$ cat config.mk
export PLATFORM = sky130hd
export DESIGN_NAME = uart_byte_receiver
export DESIGN_NICKNAME = d
export VERILOG_FILES = /design/src/rtl/uart_byte_receiver.sv
export SDC_FILE = /design/constraint.sdc
export NUM_CORES = 1
export LEC_CHECK = 0
export ABC_AREA = 1
export CORE_MARGIN = 8
export CORE_UTILIZATION = 40
export CTS_BUF_LIST = sky130_fd_sc_hd__clkbuf_8
export DETAILED_ROUTE_END_ITERATION = 6
export GPL_TIMING_DRIVEN = 0
export HOLD_SLACK_MARGIN = 0.03
export SETUP_SLACK_MARGIN = 0.1
export SLEW_MARGIN = 20
export SYNTH_ARGS = -nofsm -noshare
export SYNTH_HDL_FRONTEND = slang
export SYNTH_SLANG_ARGS = --single-unit
export TNS_END_PERCENT = 1
$ cat constraint.sdc
create_clock -name sysclk -period 2.2 [get_ports sysclk]
set_clock_uncertainty 0.15 [all_clocks]
set_input_delay 0.66 -clock sysclk [delete_from_list [all_inputs] [get_ports sysclk]]
set_output_delay 0.66 -clock sysclk [all_outputs]
set_load 0.01 [all_outputs]
$ cat src/rtl/uart_byte_receiver.sv
// 8N1 UART receiver: mid-bit sampling, LSB-first assembly, one-entry
// valid/ack holding register with false-start, framing and overrun detection.
module uart_byte_receiver #(
  parameter int CLKS_PER_BIT = 5208
) (
  input  logic       sysclk,
  input  logic       reset,
  input  logic       rxd,
  input  logic       rx_ack,
  output logic [7:0] rx_data,
  output logic       rx_valid,
  output logic       rx_overrun,
  output logic       frame_err,
  output logic       busy
);

  localparam int CW = (CLKS_PER_BIT > 1) ? $clog2(CLKS_PER_BIT) : 1;
  localparam logic [CW-1:0] BIT_LAST  = CW'(CLKS_PER_BIT - 1);
  localparam logic [CW-1:0] HALF_LAST = CW'(CLKS_PER_BIT / 2 - 1);

  typedef enum logic [1:0] {
    IDLE  = 2'd0,
    START = 2'd1,
    DATA  = 2'd2,
    STOP  = 2'd3
  } state_t;

  state_t          state_reg;
  state_t          state_next;
  logic [1:0]      sync_reg;
  logic            rxs;
  logic            rxs_d_reg;
  logic [CW-1:0]   cnt_reg;
  logic [2:0]      idx_reg;
  logic [7:0]      sh_reg;

  logic            start_edge;
  logic            cnt_half;
  logic            cnt_full;
  logic            data_sample;
  logic            stop_sample;

  // Two-flop synchroniser; resets to the idle (high) line level.
  always_ff @(posedge sysclk) begin
    if (!reset) begin
      sync_reg  <= 2'b11;
      rxs_d_reg <= 1'b1;
    end else begin
      sync_reg  <= {sync_reg[0], rxd};
      rxs_d_reg <= rxs;
    end
  end

  assign rxs        = sync_reg[1];
  assign start_edge = rxs_d_reg & ~rxs;
  assign cnt_half   = (cnt_reg == HALF_LAST);
  assign cnt_full   = (cnt_reg == BIT_LAST);

  // FSM state register
  always_ff @(posedge sysclk) begin
    if (!reset) begin
      state_reg <= IDLE;
    end else begin
      state_reg <= state_next;
    end
  end

  // FSM next-state logic
  always_comb begin
    state_next = state_reg;
    case (state_reg)
      IDLE:    if (start_edge) state_next = START;
      START:   if (cnt_half) state_next = rxs ? IDLE : DATA;
      DATA:    if (cnt_full && (idx_reg == 3'd7)) state_next = STOP;
      STOP:    if (cnt_full) state_next = IDLE;
      default: state_next = IDLE;
    endcase
  end

  // FSM outputs and sample strobes
  always_comb begin
    busy        = (state_reg != IDLE);
    data_sample = (state_reg == DATA) && cnt_full;
    stop_sample = (state_reg == STOP) && cnt_full;
  end

  // Bit timing counter, bit index and shift register
  always_ff @(posedge sysclk) begin
    if (!reset) begin
      cnt_reg <= '0;
      idx_reg <= 3'd0;
      sh_reg  <= 8'h00;
    end else begin
      case (state_reg)
        IDLE: begin
          cnt_reg <= '0;
        end
        START: begin
          if (cnt_half) begin
            cnt_reg <= '0;
            idx_reg <= 3'd0;
          end else begin
            cnt_reg <= cnt_reg + CW'(1);
          end
        end
        DATA: begin
          if (data_sample) begin
            sh_reg  <= {rxs, sh_reg[7:1]};
            cnt_reg <= '0;
            idx_reg <= idx_reg + 3'd1;
          end else begin
            cnt_reg <= cnt_reg + CW'(1);
          end
        end
        STOP: begin
          if (cnt_full) begin
            cnt_reg <= '0;
          end else begin
            cnt_reg <= cnt_reg + CW'(1);
          end
        end
        default: cnt_reg <= '0;
      endcase
    end
  end

  // Holding register: an ack in the stop-sample cycle frees the slot first,
  // so a colliding new byte is loaded rather than counted as an overrun.
  always_ff @(posedge sysclk) begin
    if (!reset) begin
      rx_data    <= 8'h00;
      rx_valid   <= 1'b0;
      rx_overrun <= 1'b0;
      frame_err  <= 1'b0;
    end else begin
      frame_err <= stop_sample & ~rxs;
      if (rx_ack) begin
        rx_valid   <= 1'b0;
        rx_overrun <= 1'b0;
      end
      if (stop_sample && rxs) begin
        if (!rx_valid || rx_ack) begin
          rx_data  <= sh_reg;
          rx_valid <= 1'b1;
        end else begin
          rx_overrun <= 1'b1;
        end
      end
    end
  end

endmodule

==> flow_metrics.tcl <==
set metrics [dict create \
    rows 25 \
    root_buffer "clkbuf_8" \
    yosys-top-cells-area "dfxtp_1 (42%), nand2_1 (8.0%), nor2_1 (6.5%), inv_1 (6.1%), nand4_1 (4.9%)" \
    grt_first_pass_wirelength_um 6492 \
    coreArea_mm2 0.004661 \
    yosys_warnings 0 \
    grt_max_degree 13 \
    fin_cells 327 \
    synth_top_area_share 0.4178 \
    overflow 0 \
    syn_area_mm2 0.001917 \
    status "completed" \
    post-route-min-period_ns 2.005 \
    cell_internal_pwr_uw 1005 \
    critPathBufInv 1 \
    setup_viol 0 \
    n_antenna_cell 0 \
    final_antenna_net_count 0 \
    r2r-end "cnt_reg[8]" \
    synth_area_leader_cell "dfxtp_1" \
    synthArstFlopShare 0 \
    fillers 483 \
    synth_common_cells "nand2_1 (41), dfxtp_1 (40), nor2_1 (33), inv_1 (31), nand4_1 (15)" \
    synth_fp_nets 257 \
    cts_tree "built" \
    r2r_slack_ns 0.45 \
    drt_wl_total_um 3650 \
    multi_input_area_um2 923.4 \
    grt_pass1_vias 1439 \
    yosys.cell_types.count 26 \
    seqCellArea_um2 802.0 \
    reg2regPathDepth 9 \
    hold_viol_final 0 \
    port_buffers 15 \
    cts_setup_buffers 0 \
    rsz0062_at_grt "false" \
    cp_max_fo 3 \
    synth_cells 250 \
    cp_num_cells 1 \
    power_uw 1303 \
    hold_path_class "reg -> reg" \
    worstSetupEndpointType "output port" \
    worstMarginPinSlew_ns 0.4464 \
    drive_gt1_frac 0.2015 \
    yosysMostFrequentCell "nand2_1" \
    synth_edf_count 0 \
    dp_hpwl_um 2746 \
    grt_antenna_before_repair 0 \
    seq_area_frac_synth 0.4178 \
    path_cells "clkdlybuf4s50_1" \
    dp_cells 319 \
    crit_path_start "rx_valid" \
    io-pin-count 16 \
    layout.nets 279 \
    ctsHoldBuffers 0 \
    path_clk_slew_ns 0.07 \
    fmax_ghz 0.4988 \
    vdd_ir_drop_max_mv 0.3829 \
    largest_reg_flops 13 \
    cp_slowest_cell "clkdlybuf4s50_1" \
    dieWidth_um 85.23 \
    drt_iter0_drc 113 \
    die-area_mm2 0.007263 \
    cp-endpoint "rx_valid" \
    area_delta_synth_final_pct 16.25 \
    avgSynthCellArea_um2 7.667 \
    reg2reg_from "cnt_reg[0]" \
    drt_pass1_iterations 4 \
    ys.flop_type "dfxtp_1" \
    max_stage_delay_ns 0.55 \
    pwr-share-comb 0.053 \
    clk_path_buf_depth 2 \
    wl_per_cell_um 11.16 \
    swShare 0.2289 \
    clock-sinks 40 \
    path_class "reg -> out" \
    clk_latency_ns 0.28 \
    die_h_um 85.23 \
    h-tree-depth 2 \
    critPathRequiredTime_ns 1.39 \
    drc 0 \
    arrival_ns 1.19 \
    grt_usage 0.1091 \
    cts-buffers-inserted 5 \
    start_util 0.4113 \
    fin_crit_sh 0.9112 \
    clkPwrFrac 0.383 \
    cp-start-kind "flop" \
    timing.setup.tns_ns 0 \
    vias_per_cell 4.786 \
    pwr_density_cell_mw_per_mm2 584.9 \
    p_leak_uw 0.0008124 \
    pwr-share-seq 0.563 \
    yosys_register_bits 40 \
    maxSlewViolCount 0 \
    vias 1565 \
    maxCapViolations 0 \
    cp_top_family "buffers and inverters" \
    routabilityCongestion 0.7871 \
    switching_power_uw 298.4 \
    worst_slew_margin_rel 0.7024 \
]
==> per-layer routing <==
layer	part of all wire	up-vias	GRT usage
met4	0.0066	0	0.04207
li1	-	838	-
met3	0.045	2	0.03668
met5	0	-	0
met2	0.39	32	0.1534
met1	0.56	693	0.1477
==> power by group through the flow <==
| stage | sequential [µW] | clock (µW) | combinational (µW) |
|---|---|---|---|
| after floorplan | 750 | 0 | 49.5 |
| after global placement | 751 | 0 | 72.5 |
| after detailed placement | 751 | 0 | 72.3 |
| after CTS | 734 | 523 | 70.5 |
| after global routing | 735 | 544 | 79.5 |
| final | 734 | 500 | 69.7 |
==> cells by family after synthesis <==
group,synth area share
AND/OR/NAND/NOR,0.3362
buffers and inverters,0.1005
flip-flops,0.4178
AO/OA/AOI/OAI,0.1031
XOR/XNOR,0.02284
adder cells (fa/ha/maj),0.01958
==> cell usage in the layout (no fill, tap or decap), drive strengths merged <==
cell type | Yosys | layout
inv | 37 | 38
o31ai | 2 | 2
ha | 3 | 3
nand3 | 9 | 9
nor2 | 49 | 49
xnor2 | 1 | 1
or2 | 3 | 3
nand2 | 48 | 48
dlygate4sd2 | 0 | 1
buf | 5 | 5
o21ai | 16 | 16
nor3 | 4 | 4
clkinvlp | 0 | 1
clkbuf | 1 | 7
dfxtp | 40 | 40
nand4 | 15 | 15
a21oi | 13 | 13
xor2 | 4 | 4
clkdlybuf4s50 | 0 | 14
==> per-stage QoR <==
stage                 util  setup slack, ns  cell area [µm²]  hold WS [ns]
floorplan                -           0.6136             1917        0.2425
global placement    0.4580          0.04494             2135        0.2448
detailed placement  0.4580          0.04240             2135        0.2549
CTS                 0.4781           0.1776             2228        0.2747
global route        0.4781           0.1312             2228        0.2819
finish              0.4781           0.1954             2228        0.2683
==> worst register-to-register path, stage by stage (launching register included) <==
cell     delay, ns
dfxtp_1       0.37
ha_1          0.27
nand2_1       0.11
nor2_2        0.13
nand3_4       0.13
nand2_2       0.11
nand2_2       0.07
nand3_4       0.08
buf_6         0.18
nor2_2        0.05
==> worst min-delay path by stage <==
stage                 from           to  cells past startpoint
4_1_cts        sync_reg[0]  sync_reg[1]                      1
3_3_place_gp   sync_reg[0]  sync_reg[1]                      1
5_1_grt        sync_reg[0]  sync_reg[1]                      1
3_5_place_dp   sync_reg[0]  sync_reg[1]                      1
2_1_floorplan  sync_reg[0]  sync_reg[1]                      1
6_report       sync_reg[0]  sync_reg[1]                      1
==> area by class of cell <==
class / instances / share of cell area
Inverter: 37 / 0.06232
Clock inverter: 2 / 0.005053
Multi-Input combinational cell: 167 / 0.4144
Tap cell: 54 / 0.03032
Buffer: 6 / 0.02414
Timing Repair Buffer: 15 / 0.06682
Sequential cell: 40 / 0.3599
Clock buffer: 6 / 0.03706
==> timing repair <==
action / in CTS / in global routing
setup endpoints to repair: 1 / 0
gates resized for setup: 2 / 0
hold endpoints to repair: 0 / 0
(Power assumes the default switching activity.)
